## config.mk

```make
export PLATFORM = sky130hd
export DESIGN_NAME = ac_i2c_responder
export DESIGN_NICKNAME = d
export VERILOG_FILES = /design/src/rtl/ac_i2c_pkg.sv /design/src/rtl/ac_i2c_line_filter.sv /design/src/rtl/ac_i2c_responder.sv
export SDC_FILE = /design/constraint.sdc
export NUM_CORES = 1
export LEC_CHECK = 0
export CORE_MARGIN = 2
export CORE_UTILIZATION = 65
export DETAILED_ROUTE_END_ITERATION = 7
export GPL_TIMING_DRIVEN = 0
export PLACE_DENSITY = 0.95
export SLEW_MARGIN = 5
export SYNTH_ARGS = -nofsm -noshare
export SYNTH_HDL_FRONTEND = slang
export SYNTH_SLANG_ARGS = --single-unit
```

## constraint.sdc

```tcl
create_clock -name clk -period 3 [get_ports clk]
set_clock_uncertainty 0.05 [all_clocks]
set_input_delay 0.45 -clock clk [delete_from_list [all_inputs] [get_ports clk]]
set_output_delay 0.45 -clock clk [all_outputs]
set_load 0.1 [all_outputs]
```

## src/rtl/ac_i2c_pkg.sv

```systemverilog
// Shared types and constants for the SSM2603 control-port responder.
// Latency: n/a (declarations only).
// Backpressure: n/a.
package ac_i2c_pkg;

    typedef enum logic [2:0] {
        ST_IDLE,
        ST_ADDR,
        ST_ACK_A,
        ST_BYTE_HI,
        ST_ACK_H,
        ST_BYTE_LO,
        ST_ACK_L,
        ST_WAIT_STOP
    } i2c_state_t;

    // Writing any data to this register restores every shadow entry to its default.
    localparam logic [6:0] RESET_REG_ADDR = 7'h0F;

    // SSM2603 power-on register contents, regs 0..15.
    localparam logic [8:0] REG_RESET_VAL [16] = '{
        9'h097, 9'h097, 9'h079, 9'h079,
        9'h00A, 9'h008, 9'h09F, 9'h00A,
        9'h000, 9'h000, 9'h000, 9'h000,
        9'h000, 9'h000, 9'h000, 9'h000
    };

    // Default for any register address; addresses beyond the table read as zero.
    function automatic logic [8:0] reg_reset_val(input logic [6:0] idx);
        return (idx < 7'd16) ? REG_RESET_VAL[idx[3:0]] : 9'h000;
    endfunction

endpackage

```

## src/rtl/ac_i2c_line_filter.sv

```systemverilog
// Synchroniser + stability filter + edge detector for one open-drain I2C line.
// Latency: 2 sync flops + FILTER_LEN equal samples before filt/rise/fall move.
// Backpressure: none; free-running on every clk.
// Ports: clk, reset_n (async active-low), line_in (async), filt (debounced level),
//        rise/fall (one-clk pulses, asserted on the same clk filt changes).
module ac_i2c_line_filter #(
    parameter int FILTER_LEN = 3
) (
    input  logic clk,
    input  logic reset_n,
    input  logic line_in,
    output logic filt,
    output logic rise,
    output logic fall
);

    localparam int CW = $clog2(FILTER_LEN + 1);

    logic [1:0]    sync;
    logic [CW-1:0] cnt;

    // cnt counts consecutive synced samples that disagree with filt; any agreeing
    // sample restarts it, so pulses shorter than FILTER_LEN clk are swallowed.
    always_ff @(posedge clk or negedge reset_n) begin
        if (!reset_n) begin
            sync <= 2'b11;
            filt <= 1'b1;
            cnt  <= '0;
            rise <= 1'b0;
            fall <= 1'b0;
        end else begin
            sync <= {sync[0], line_in};
            rise <= 1'b0;
            fall <= 1'b0;
            if (sync[1] == filt) begin
                cnt <= '0;
            end else if (cnt == CW'(FILTER_LEN - 1)) begin
                filt <= sync[1];
                cnt  <= '0;
                rise <= sync[1];
                fall <= ~sync[1];
            end else begin
                cnt <= cnt + 1'b1;
            end
        end
    end

endmodule

```

## src/rtl/ac_i2c_responder.sv

```systemverilog
// I2C write-only responder modelling the SSM2603 control port with a shadow register file.
// Latency: ACK/wrEn follow the filtered SCL fall (2 sync + FILTER_LEN clk after the pin edge).
// Backpressure: none; the bus initiator paces everything, SCL must stay <= clk/(8*FILTER_LEN).
// Ports: clk, reset_n, sclkIn/sdatIn (bus inputs), sdatOe (pull SDA low), wrEn/wrAddr/wrData
//        (accepted word), rdAddr/rdData (combinational shadow read), busy, protoErr.
module ac_i2c_responder
    import ac_i2c_pkg::*;
#(
    parameter logic [6:0] DEV_ADDR   = 7'h1A,
    parameter int         FILTER_LEN = 3,
    parameter int         N_REGS     = 16
) (
    input  logic       clk,
    input  logic       reset_n,
    input  logic       sclkIn,
    input  logic       sdatIn,
    output logic       sdatOe,
    output logic       wrEn,
    output logic [6:0] wrAddr,
    output logic [8:0] wrData,
    input  logic [6:0] rdAddr,
    output logic [8:0] rdData,
    output logic       busy,
    output logic       protoErr
);

    localparam int AW = $clog2(N_REGS);

    logic       scl_filt, scl_rise, scl_fall;
    logic       sda_filt, sda_rise, sda_fall;
    logic       start_det, stop_det, word_open, in_byte, bit_in, byte_done;
    i2c_state_t state;
    logic [3:0] bit_cnt;
    logic [7:0] shift;
    logic [7:0] hi_byte;
    logic [8:0] shadow [N_REGS];
    logic [AW-1:0] wr_idx;

    ac_i2c_line_filter #(.FILTER_LEN(FILTER_LEN)) u_scl_filt (
        .clk(clk), .reset_n(reset_n), .line_in(sclkIn),
        .filt(scl_filt), .rise(scl_rise), .fall(scl_fall)
    );

    ac_i2c_line_filter #(.FILTER_LEN(FILTER_LEN)) u_sda_filt (
        .clk(clk), .reset_n(reset_n), .line_in(sdatIn),
        .filt(sda_filt), .rise(sda_rise), .fall(sda_fall)
    );

    assign start_det = sda_fall && scl_filt;
    assign stop_det  = sda_rise && scl_filt;
    assign in_byte   = (state == ST_ADDR) || (state == ST_BYTE_HI) || (state == ST_BYTE_LO);
    assign bit_in    = scl_rise && (bit_cnt != 4'd8);
    assign byte_done = scl_fall && (bit_cnt == 4'd8);
    assign wr_idx    = hi_byte[AW:1];

    // A word is "open" once the address phase has clocked a bit and until wrEn fires;
    // an address phase with zero bits is just START immediately followed by START/STOP.
    assign word_open = ((state == ST_ADDR) && (bit_cnt != 4'd0)) ||
                       (state == ST_ACK_A) || (state == ST_BYTE_HI) ||
                       (state == ST_ACK_H) || (state == ST_BYTE_LO);

    assign rdData = (int'(rdAddr) < N_REGS) ? shadow[rdAddr[AW-1:0]] : 9'h000;

    always_ff @(posedge clk or negedge reset_n) begin
        if (!reset_n) begin
            state    <= ST_IDLE;
            bit_cnt  <= 4'd0;
            shift    <= 8'h00;
            hi_byte  <= 8'h00;
            sdatOe   <= 1'b0;
            wrEn     <= 1'b0;
            wrAddr   <= 7'h00;
            wrData   <= 9'h000;
            busy     <= 1'b0;
            protoErr <= 1'b0;
            for (int i = 0; i < N_REGS; i++) shadow[i] <= reg_reset_val(7'(i));
        end else begin
            wrEn     <= 1'b0;
            protoErr <= 1'b0;
            // Bus conditions override whatever the data path was doing this clk.
            if (start_det || stop_det) begin
                protoErr <= word_open;
                sdatOe   <= 1'b0;
                bit_cnt  <= 4'd0;
                busy     <= start_det;
                state    <= start_det ? ST_ADDR : ST_IDLE;
            end else begin
                if (in_byte && bit_in) begin
                    shift   <= {shift[6:0], sda_filt};
                    bit_cnt <= bit_cnt + 4'd1;
                end
                case (state)
                    ST_ADDR: begin
                        if (byte_done) begin
                            bit_cnt <= 4'd0;
                            if (shift == {DEV_ADDR, 1'b0}) begin
                                state  <= ST_ACK_A;
                                sdatOe <= 1'b1;
                            end else begin
                                state  <= ST_WAIT_STOP;
                            end
                        end
                    end
                    ST_BYTE_HI: begin
                        if (byte_done) begin
                            bit_cnt <= 4'd0;
                            hi_byte <= shift;
                            state   <= ST_ACK_H;
                            sdatOe  <= 1'b1;
                        end
                    end
                    ST_BYTE_LO: begin
                        if (byte_done) begin
                            bit_cnt <= 4'd0;
                            state   <= ST_ACK_L;
                            sdatOe  <= 1'b1;
                            wrEn    <= 1'b1;
                            wrAddr  <= hi_byte[7:1];
                            wrData  <= {hi_byte[0], shift};
                            if (hi_byte[7:1] == RESET_REG_ADDR) begin
                                for (int i = 0; i < N_REGS; i++) shadow[i] <= reg_reset_val(7'(i));
                            end else if (int'(hi_byte[7:1]) < N_REGS) begin
                                shadow[wr_idx] <= {hi_byte[0], shift};
                            end
                        end
                    end
                    ST_ACK_A: if (scl_fall) begin sdatOe <= 1'b0; state <= ST_BYTE_HI;   end
                    ST_ACK_H: if (scl_fall) begin sdatOe <= 1'b0; state <= ST_BYTE_LO;   end
                    ST_ACK_L: if (scl_fall) begin sdatOe <= 1'b0; state <= ST_WAIT_STOP; end
                    ST_IDLE, ST_WAIT_STOP: ;
                    default: state <= ST_IDLE;
                endcase
            end
        end
    end

endmodule

```

==> Word level (Yosys, flattened, before mapping) <==
Index checks and enable logic that the tools add are counted.
{ "totals": {"reg_bits": 201, "in_bits": 11, "out_inout_bits": 29, "elab_cells": 148} }
{ "op_classes": {"add_sub_neg": 3, "magnitude_cmp": 5, "n_eq_ne": 23, "n_mux": 45, "bitwise": 7, "n_reduce_logical": 29} }
{ "op_table": {"columns": ["op", "count"], "rows": [
  ["$mux W144", 2],
  ["$bwmux W144", 1],
  ["$bmux W9 S4", 1],
  ["$demux W9 S4", 1],
  ["$mux W9", 4],
  ["$mux W3", 8],
  ["$mux W1", 18],
  ["$pmux W3 S6", 1],
  ["$mux W4", 4],
  ["$ne A3 B1 Y1 const B", 5],
  ["$lt A7 B5 Y1 const B", 2],
  ["$ne A3 B2 Y1 const B", 4],
  ["$ge A5 B5 Y1 const B", 2],
  ["$not A4 Y5", 2],
  ["$eq A3 B3 Y1 const B", 3],
  ["$eq A8 B6 Y1 const B", 1],
  ["$mux W2", 4],
  ["$reduce_bool A4 Y1", 2],
  ["$eq A7 B4 Y1 const B", 1],
  ["$logic_and A1 B1 Y1", 7],
  ["$logic_or A1 B1 Y1", 7],
  ["$reduce_and A7 Y1", 1],
  ["$reduce_bool A7 Y1", 1],
  ["$eq A3 B2 Y1 const B", 2],
  ["17 further kinds", 28]
]} }

==> Depth between registers and ports, before layout <==
Gate-level depths: netlist of run 1.
{ "depth": {"depth_word": 8, "depth_mapped": 8, "mapped_depth_nobuf": 6} }

==> By module <==
A second synthesis of run 1 with hierarchy kept.
{ "hier_totals": {"cells_unflattened": 767, "area_unflattened_um2": 9634.2} }
{ "by_module_without_submodules": {"columns": ["mod", "n_inst", "cells_each", "area_each_um2", "seq_area_each_um2"], "rows": [
  ["ac_i2c_responder", 1, 739, 9146.3, 4718.3],
  ["ac_i2c_line_filter", 2, 14, 244.0, 178.9]
]} }

==> Worst setup path before layout of run 1 <==
Ideal clock, no wire load.
{ "synth_timing": {"path_type": "in2out", "startpoint": "in rdAddr[0]", "endpoint": "out rdData[7]", "arrival_ps": 2944, "t_required_ps": 2500, "path_slack_ps": -444, "stages": 5, "n_path_buf": 2, "path_cell_list": "buf_2 buf_2 a2111oi_0 a311o_1 o22ai_1"} }
{ "synth_between": {"elab_chain_len": 5, "word_cells_on_any_way": 6, "classes_between": "order compare (1); mux (4); bitwise (1)"} }
{ "synth_lines": {"columns": ["element", "line", "rtl"], "rows": [
  ["start, declared", "ac_i2c_responder.sv:21", "input logic [6:0] rdAddr,"],
  ["$not A4 Y5 (implied by the code)", "ac_i2c_responder.sv:62", "assign rdData = (int'(rdAddr) < N_REGS) ? shadow[rdAddr[AW-1:0]] : 9'h000;"],
  ["$bmux W9 S4", "ac_i2c_responder.sv:62", null],
  ["$mux W9 (implied by the code) (2 in series)", "ac_i2c_responder.sv:62", null],
  ["$mux W9 (*)", "ac_i2c_responder.sv:62", null],
  ["end, declared", "ac_i2c_responder.sv:22", "output logic [8:0] rdData,"]
]} }
Every way passes the cells marked *; elsewhere a longest branch is shown, timed or not. The select of a mux whose other input is x is not followed.

==> Worst setup path after layout of run 1 <==
{ "layout_timing": {"startpoint": "in rdAddr[2]", "endpoint": "out rdData[4]"} }
The elaborated chain is that of the path after synthesis.

==> impl_metrics.tcl, run 1 <==
set metrics [dict create \
    outcome "completed" \
    drive_above_1_share 0.255 \
    synth-seq-cells 201 \
    reg2reg_depth 5 \
    max_cap_violations 0 \
    nets 831 \
    worst_slack_ns 0.0159 \
    clkSlewWorstSetupHoldPaths_ns 0.06 \
    drt-pass1-iter-count 6 \
    wl_um 27300 \
    finish.utilization 0.756 \
    area_growth_syn_to_layout_pct 14.9 \
    synth_cells 755 \
    powerDensity_nw_per_um2 570 \
    setup_violations 0 \
    avgSynthCellArea_um2 12.5 \
    maxSlewViolCount 0 \
    post-route-drc-count 0 \
    dieArea_um2 15500 \
    fin_crit_ns 2.98 \
    critPathKind "in2out" \
    io_pins 40 \
    numCtsBuffers 22 \
    place_ws_ns -1.18 \
    synth_edf_count 0 \
    whs_path_depth 1 \
    n_antenna_cell 0 \
    synth_flop_cell "dfrtp_1" \
    startpoint_type "input port" \
    fmax_mhz 335 \
    r2r_slack_ns 0.39 \
    synth_top_cell_area_share 0.434 \
    hold_end "u_scl_filt.sync[0]$_DFF_PN1_" \
    grt_pass1_wl_um 43100 \
    cp-end-kind "output port" \
    clk_latency_ns 0.52 \
    crit_family "buffers and inverters" \
    min_from "sclkIn" \
    grt_max_degree 114 \
    dp_hpwl_um 17100 \
    gp_congestion 0.949 \
    worstMarginPinSlew_ns 1.25 \
    rsz0062_at_grt "false" \
    coreArea_um2 14400 \
    synth.largest_area_cell "dfrtp_1" \
    seq_area_frac_synth 0.537 \
    dieHeight_um 125 \
    critPathMaxStageDelay_ns 0.84 \
    arrival_ns 2.48 \
    fin_tns_setup_ns 0 \
    synth_cell_type_count 64 \
    leakagePower_nw 4.72 \
    htreeDepth 1 \
    yosys_warnings 0 \
    cts-root-buf "clkbuf_16" \
    cts_buffer_depth 3 \
    wl_per_cell_um 26.9 \
    yosysMostFrequentCell "dfrtp_1" \
    slew_headroom 0.161 \
    hp-class "in2reg" \
    crit_required_ns 2.50 \
    yosys-top-cells-count "dfrtp_1, o21ai_0, a22o_1" \
    r2r_end "shadow[138]$_DFFE_PN0P_" \
    grt_pass1_vias 7799 \
    synthTopCellsByArea "dfrtp_1, dfstp_2, mux4_2" \
    rows 44 \
    r2r-start "hi_byte[1]$_DFFE_PN0P_" \
    path_buf_inv 3 \
    numPortBuffers 37 \
    antenna_found_initial 0 \
    async_flop_share 1.00 \
    start_util 0.658 \
    cts_tree "done" \
    critPathMaxFanout 8 \
    crit_chain "clkdlybuf4s50_1 -> inv_1 -> nor2_4 -> a22oi_1 -> nand2_1 -> buf_4" \
    period_share 0.995 \
    synth_area_um2 9460 \
    cp_slowest_cell "clkdlybuf4s50_1" \
    grtUsageTotal 0.356 \
    viasPerCell 7.36 \
    cts_sinks 201 \
    ir_worst_vdd_mv 0.659 \
    vias 7492 \
    overflow 0 \
    finalHoldViolations 0 \
    die-width_um 125 \
    drtAntennaViolNets 0 \
    synthesis.nets 768 \
    dr.first_iter.drc_count 1132 \
    cts_setup_buffers 0 \
]
layout by cell type, fill, tap and decap left out, drive strengths merged, types with 6 or more instances in the layout:
| cell | synthesis | final |
|---|---|---|
| dfrtp | 164 | 164 |
| o21ai | 80 | 80 |
| clkbuf | 33 | 67 |
| a22o | 54 | 54 |
| nand2b | 44 | 44 |
| mux2 | 41 | 41 |
| dfstp | 37 | 37 |
| mux4 | 34 | 34 |
| buf | 21 | 32 |
| clkdlybuf4s50 | 0 | 27 |
| o2bb2ai | 25 | 25 |
| nor2 | 23 | 23 |
| nand2 | 22 | 22 |
| a21oi | 22 | 22 |
| and2 | 16 | 16 |
| a22oi | 16 | 16 |
| inv | 13 | 13 |
| a32o | 13 | 13 |
| a21o | 13 | 13 |
| nor3 | 12 | 12 |
| nand3 | 10 | 10 |
| mux2i | 8 | 8 |
| nand4 | 6 | 6 |
metal layers:
metal,track usage,vias up,share of wire
met5,0,-,0
met4,0.189,0,0.070
met3,0.111,187,0.13
met2,0.553,630,0.45
met1,0.454,3703,0.35
li1,-,2972,-
worst register-to-register path, stage by stage, from the launching register on:
cell and delay, ns:
dfrtp_1 0.37, clkbuf_1 0.19, clkbuf_1 0.28, nor4_2 0.93, o21ai_2 0.34, a22o_1 0.34
sequential cells by signal, summed over array words and instances (netlist names), 3 cells and up:
| signal | count |
|---|---|
| hi_byte | 8 |
| shift | 8 |
| shadow | 144 |
| state | 3 |
| bit_cnt | 4 |
| wrData | 9 |
| wrAddr | 7 |
what timing repair did:
item                                   CTS  global route
gates resized for setup                 63            10
cloned                                   0             0
setup endpoints to repair                9             8
hold buffers                             1             0
pin swaps                                0             1
endpoints found under the hold margin   70             0
worst max path at each step:
stage,from,end,depth (start not counted)
2_1_floorplan,rdAddr[0],rdData[7],5
3_3_place_gp,reset_n,shadow[76]$_DFFE_PN0P_,1
3_5_place_dp,rdAddr[5],rdData[6],6
4_1_cts,rdAddr[1],rdData[2],6
5_1_grt,rdAddr[0],rdData[2],6
6_report,rdAddr[2],rdData[4],6
stage by stage:
stage	area [µm²]	hold WS [ns]	power, W	instances
global placement	10100	0.297	0.00345	976
floorplan	9460	0.104	0.00328	755
finish	10900	0.289	0.00619	1018
global route	10900	0.282	0.00637	1018
detailed placement	10100	0.298	0.00349	977
CTS	10800	0.285	0.00618	1018
logic make-up (layout without fill, tap and decap cells):
| group | Yosys count | in the layout | share of synthesized area |
|---|---|---|---|
| compound gates | 240 | 240 | 0.182 |
| buf+inv | 67 | 146 | 0.0316 |
| flops | 201 | 201 | 0.537 |
| fa+ha+maj | 2 | 2 | 0.00265 |
| mux | 83 | 83 | 0.138 |
| xor+xnor | 3 | 3 | 0.00278 |
| simple gates | 159 | 159 | 0.106 |
layout make-up:
cell class / count / area, µm²
flip-flops and latches: 201 / 5080
inverters: 13 / 48.8
clock buffers: 34 / 636
multi-input cells: 487 / 4120
plain buffers: 54 / 255
fillers: 798 / 3500
repair buffers: 39 / 405
clock inverters: 6 / 91.3
well taps: 184 / 230
report_power, final:
part | internal (W) | switching [W] | leakage, nW | total [W]
Combinational | 0.000190 | 0.000397 | 1.70 | 0.000587
Sequential | 0.00281 | 0.0000764 | 2.66 | 0.00289
Clock | 0.00163 | 0.00109 | 0.356 | 0.00272
Total | 0.00463 | 0.00156 | 4.72 | 0.00619
Power figures use the tool's default switching activity.
==> run 2, diff against run 1 <==
ABC_AREA = 1   (was default)
CORE_UTILIZATION = 66   (was 65)
SLEW_MARGIN = 20   (was 5)
==> run 2 against run 1 <==
  * Utilization up 0.30 points
  * Clock power down 4%
  * Sequential power about the same
  * Synthesized cell count up 78%
  * First-iteration DRC count up 35%
  * Routed wire length up 15%
  * Critical path depth up 4
  * Critical path type unchanged
==> impl_metrics.tcl, run 2 <==
set metrics [dict create \
    outcome "completed" \
    maxSlewViolCount 0 \
    largest_reg_flops 144 \
    synthTopCellsByArea "dfrtp_1, nand2_1, dfstp_2" \
    io_pins 40 \
    clk_latency_ns 0.53 \
    dieArea_um2 16200 \
    synth_cells 1342 \
    area_growth_syn_to_layout_pct 14.0 \
    critPathMaxFanout 10 \
    gp_congestion 1.03 \
    coreArea_um2 15000 \
    setup_violations 0 \
    final_common_cell "nand2_1" \
    viasPerCell 6.04 \
    met2_length_um 13700 \
    leakagePower_nw 5.66 \
    grt_pass1_wl_um 49400 \
    regMostFlops "shadow" \
    dieHeight_um 127 \
    die-width_um 127 \
    fin_crit_ns 2.97 \
    antenna_found_initial 0 \
    seq_area_frac_synth 0.507 \
    fmax_mhz 337 \
    n_antenna_cell 0 \
    seq_area_um2 5080 \
    numPortBuffers 35 \
    drtAntennaViolNets 0 \
    max_cap_violations 0 \
    largestRegisters "shadow x144, wrData x9" \
    powerDensity_nw_per_um2 561 \
    finish.utilization 0.759 \
    synth-simple-area-share 0.320 \
    finalHoldViolations 0 \
    synth-seq-cells 201 \
    worst_slack_ns 0.0292 \
    arrival_ns 2.47 \
    wl_per_cell_um 19.6 \
    multiInputGateArea_um2 4120 \
    synth_edf_count 0 \
    synth_area_um2 10000 \
    numCtsBuffers 22 \
    n_fill_cell 1087 \
    drt-pass1-iter-count 8 \
    synthesis.nets 1355 \
    worstMarginPinSlew_ns 1.15 \
    rows 45 \
    critPathKind "in2out" \
    final_cell_area_um2 11400 \
    crit_required_ns 2.50 \
    holdWs_ns 0.277 \
    vias 9714 \
    yosys_warnings 0 \
    yosysMostFrequentCell "nand2_1" \
    synth_adder_area_share 0.00250 \
    avgSynthCellArea_um2 7.46 \
    drive_above_1_share 0.110 \
    async_flop_share 1.00 \
    postPlaceCellArea_um2 10700 \
    synth_flop_cell "dfrtp_1" \
    cts_sinks 201 \
    period_share 0.990 \
    cp-end-kind "output port" \
    rsz0062_at_grt "false" \
    dr.first_iter.drc_count 1525 \
    nets 1417 \
    synth_mux_area_frac 0 \
    highest_layer "met4" \
    wl_met3_um 4240 \
    post-place-cells 1567 \
    wl_um 31500 \
    synth.largest_area_cell "dfrtp_1" \
    htreeDepth 1 \
    start_util 0.666 \
    cts_tree "done" \
    synth_cell_type_count 31 \
    synth_top_cell_area_share 0.410 \
    cts-root-buf "clkbuf_16" \
    synth_compound_area_frac 0.0839 \
    ir_worst_vdd_mv 0.770 \
    wl_met1_um 11300 \
    grt_max_degree 98 \
    post-route-drc-count 0 \
    hp-class "in2async" \
    yosys-top-cells-count "nand2_1, dfrtp_1, inv_1" \
    instances_no_fill 1608 \
    clkSlewWorstSetupHoldPaths_ns 0.06 \
    layout_common_cells "nand2_1, dfrtp_1, inv_1" \
    cts_buffer_depth 3 \
    grtUsageTotal 0.398 \
    overflow 0 \
    grt_pass1_vias 9513 \
    synth_top_family_by_area "simple AND/OR/NAND/NOR gates" \
    slew_headroom 0.230 \
    synth_xor_area_frac 0.00175 \
    startpoint_type "input port" \
    dp_hpwl_um 21300 \
    place_ws_ns -0.587 \
]
run 2: what timing repair did:
action | in CTS | in global routing
hold buffers | 1 | 0
hold endpoints to repair | 13 | 0
setup buffers | 0 | 0
gates cloned | 0 | 0
setup endpoints to repair | 9 | 9
gates resized for setup | 32 | 10
run 2: cell families after synthesis:
group                      Yosys count
DFF                                201
adders and majority gates            2
xor gates and xnor gates             2
AOI/OAI and AO/OA                  157
buffers and inverters              213
and+or+nand+nor                    767
run 2: power by group:
| part | switching, W | leakage, nW | internal [W] |
|---|---|---|---|
| logic | 0.000624 | 2.67 | 0.000234 |
| registers | 0.0000990 | 2.66 | 0.00283 |
| clock network | 0.00114 | 0.332 | 0.00149 |
run 2: worst paths after layout:
kind                            cells past startpoint  slack (ns)                           end                    startpoint
worst max-delay path                               10        0.03                     rdData[5]                     rdAddr[0]
worst min-delay path                                2        0.28        shadow[74]$_DFFE_PN0P_                       reset_n
worst max register to register                      8        0.71        shadow[55]$_DFFE_PN0P_          bit_cnt[0]$_DFF_PN0_
worst min register to register                      0        0.31  u_sda_filt.sync[1]$_DFF_PN1_  u_sda_filt.sync[0]$_DFF_PN1_
max in group asynchronous                           4        1.48  u_sda_filt.sync[0]$_DFF_PN1_                       reset_n
min in group clk                                    1        0.28  u_scl_filt.sync[0]$_DFF_PN1_                        sclkIn
run 2: critical path: stages:
cell and delay, ns:
buf_2 0.16, inv_1 0.08, buf_2 0.21, clkbuf_2 0.26, nand2_1 0.12, nand3_1 0.10
nand3_1 0.11, nand3_1 0.18, a21oi_2 0.20, clkdlybuf4s15_2 0.58
run 2: layout make-up:
type                            instances  share of cell area
Sequential cell                       201               0.445
Timing Repair Buffer                   38              0.0377
Inverter                              156              0.0513
Clock inverter                          3             0.00384
Multi-Input combinational cell        928               0.361
Clock buffer                           37              0.0568
Buffer                                 57              0.0238
Tap cell                              188              0.0206
run 2: routing by layer:
| layer | track usage | vias up |
|---|---|---|
| li1 | - | 4353 |
| met3 | 0.104 | 180 |
| met4 | 0.258 | 0 |
| met2 | 0.605 | 719 |
| met5 | 0 | - |
| met1 | 0.509 | 4462 |
run 2: stage by stage:
step                      power [W]   TNS, ns
after detailed placement    0.00380     -4.91
after CTS                   0.00636         0
after global routing        0.00659         0
final                       0.00640         0
after global placement      0.00376  -1248.05
after floorplan             0.00352         0
==> run 3, diff against run 2 <==
CORE_UTILIZATION = 63   (was 66)
CTS_CLUSTER_DIAMETER = 40   (was default)
PLACE_DENSITY = 0.93   (was 0.95)
==> run 3 against run 2 <==
  * Fmax barely moved
  * Utilization fell by 1.7 points
  * Worst setup slack got worse by 0.0022 ns
  * First-iteration DRC count fell by 14%
  * Via count rose by 0.32%
  * Worst hold slack got worse by 0.022 ns
  * Combinational power fell by 1%
  * Routed wire length rose by 1.2%
  * Critical endpoint is now rdData[4]
==> impl_metrics.tcl, run 3 (synthesis gave the netlist of run 2 again) <==
set metrics [dict create \
    grt_pass1_wl_um 49300 \
    final_common_cell "nand2_1" \
    busiest_layer "met2" \
    power.switching_w 0.00200 \
    dp_hpwl_um 21500 \
    largestRegisters "shadow x144, wrData x9" \
    min_from "sclkIn" \
    reg2reg_depth 10 \
    cts_buffer_depth 3 \
    arrival_ns 2.47 \
    antenna_found_initial 0 \
    use_met1 0.506 \
    coreArea_um2 15700 \
    critPathKind "in2out" \
    worstMarginPinSlew_ns 1.06 \
    seqPwrFrac 0.420 \
    numPortBuffers 35 \
    switching_share 0.287 \
    io_pins 40 \
    grt_max_degree 85 \
    setup_violations 0 \
    grt_pass1_vias 9225 \
    outcome "completed" \
    hp-class "in2reg" \
    crit_required_ns 2.50 \
    ir_worst_vdd_mv 0.804 \
    n_fill_cell 1186 \
    wl_per_cell_um 19.3 \
    rsz0062_at_grt "false" \
    drtAntennaViolNets 0 \
    power_frac_comb 0.122 \
    finalHoldViolations 0 \
    overflow 0 \
    drt-pass1-iter-count 5 \
    htreeDepth 1 \
    grtUsageTotal 0.387 \
    layout_common_cells "nand2_1, dfrtp_1, inv_1" \
    start_util 0.637 \
    p_int_w 0.00497 \
    fmax_mhz 336 \
    fin_tns_setup_ns 0 \
    regMostFlops "shadow" \
    powerDensity_nw_per_um2 597 \
    startpoint_type "input port" \
    cts_sinks 201 \
    clkSlewWorstSetupHoldPaths_ns 0.06 \
    r2r_slack_ns 0.83 \
    clk_latency_ns 0.55 \
    post-route-drc-count 0 \
    slew_headroom 0.293 \
    maxSlewViolCount 0 \
    dieHeight_um 130 \
    largest_reg_flops 144 \
    cts-root-buf "clkbuf_16" \
    area_growth_syn_to_layout_pct 16.5 \
    finish.utilization 0.742 \
    cts_tree "done" \
    numCtsBuffers 29 \
    dieArea_um2 16900 \
    fin_crit_ns 2.97 \
    cts_setup_buffers 0 \
    viasPerCell 5.91 \
    die-width_um 130 \
    rows 46 \
    period_share 0.991 \
    r2r-start "bit_cnt[0]$_DFF_PN0_" \
    leakagePower_nw 5.77 \
    p_clk_frac 0.458 \
    vias 9745 \
    hold_end "u_scl_filt.sync[0]$_DFF_PN1_" \
    dr.first_iter.drc_count 1315 \
    post-place-cells 1595 \
    gp_congestion 1.01 \
    whs_path_depth 1 \
    cp-end-kind "output port" \
    max_cap_violations 0 \
    wl_um 31900 \
    globalRouteMet3Util 0.103 \
    nets 1424 \
    critPathMaxFanout 10 \
    n_antenna_cell 0 \
    r2r_end "shadow[13]$_DFFE_PN0P_" \
    use_met2 0.594 \
    instances_no_fill 1650 \
    drive_above_1_share 0.124 \
]
-- run 3: cell types whose count changed in the layout (fill, tap and decap cells not counted), moves of 3 or more --
cell	before	now
clkbuf_1	31	24
clkbuf_16	23	29
clkdlybuf4s15_2	8	2
clkinvlp_4	0	6
clkdlybuf4s18_2	1	6
clkinv_2	1	5
inv_6	1	4
-- run 3: power by group through the flow --
stage               Combinational (W)  Clock (W)  Sequential (W)
finish                       0.000848    0.00319         0.00293
global route                 0.000937    0.00330         0.00294
CTS                          0.000840    0.00317         0.00293
detailed placement           0.000831          0         0.00297
global placement             0.000796          0         0.00296
floorplan                    0.000476          0         0.00304
-- run 3: worst max-delay path by stage --
stage,start,end,depth (start not counted)
5_1_grt,rdAddr[0],rdData[3],9
6_report,rdAddr[0],rdData[4],9
2_1_floorplan,rdAddr[0],rdData[6],9
4_1_cts,rdAddr[0],rdData[2],9
3_5_place_dp,rdAddr[0],rdData[2],10
3_3_place_gp,reset_n,u_sda_filt.cnt[0]$_DFF_PN0_,1
-- run 3: worst max-delay path, cell delays in order --
cell and delay [ns]:
buf_2 0.14, buf_2 0.21, clkbuf_2 0.32, nand2_1 0.14
nand3_1 0.12, nand3_1 0.11, nand3_1 0.18, a21oi_2 0.22
clkdlybuf4s18_2 0.56
-- run 3: layer usage --
layer  wire length, µm  vias up
met3              3870      157
met4              1820        0
li1                  -     4384
met2             14300      692
met5                 0        -
met1             11900     4512
-- run 3: repair_timing --
action / CTS / global route
gates resized for setup: 29 / 26
hold buffers: 1 / 0
endpoints found under the hold margin: 55 / 0
setup endpoints to repair: 9 / 9
gates cloned: 0 / 0
-- run 3: cell type report --
type                       instances  area [µm²]  share of cell area
clock inverter                    18         153              0.0131
sequential                       201        5080               0.435
multi-input combinational        928        4120               0.353
buffer                            57         274              0.0235
timing repair buffer              38         418              0.0358
inverter                         156         586              0.0502
tap                              216         270              0.0232
clock buffer                      36         762              0.0654
-- run 3: stage by stage --
| step | setup WS (ns) | hold WS (ns) | power, W | instance area (µm²) |
|---|---|---|---|---|
| 3_3_place_gp | -6.65 | 0.296 | 0.00376 | 10700 |
| 2_1_floorplan | 0.303 | 0.104 | 0.00352 | 10000 |
| 6_report | 0.0270 | 0.255 | 0.00697 | 11700 |
| 5_1_grt | 0.00272 | 0.260 | 0.00718 | 11700 |
| 4_1_cts | 0.00759 | 0.256 | 0.00694 | 11700 |
| 3_5_place_dp | -0.578 | 0.299 | 0.00380 | 10700 |
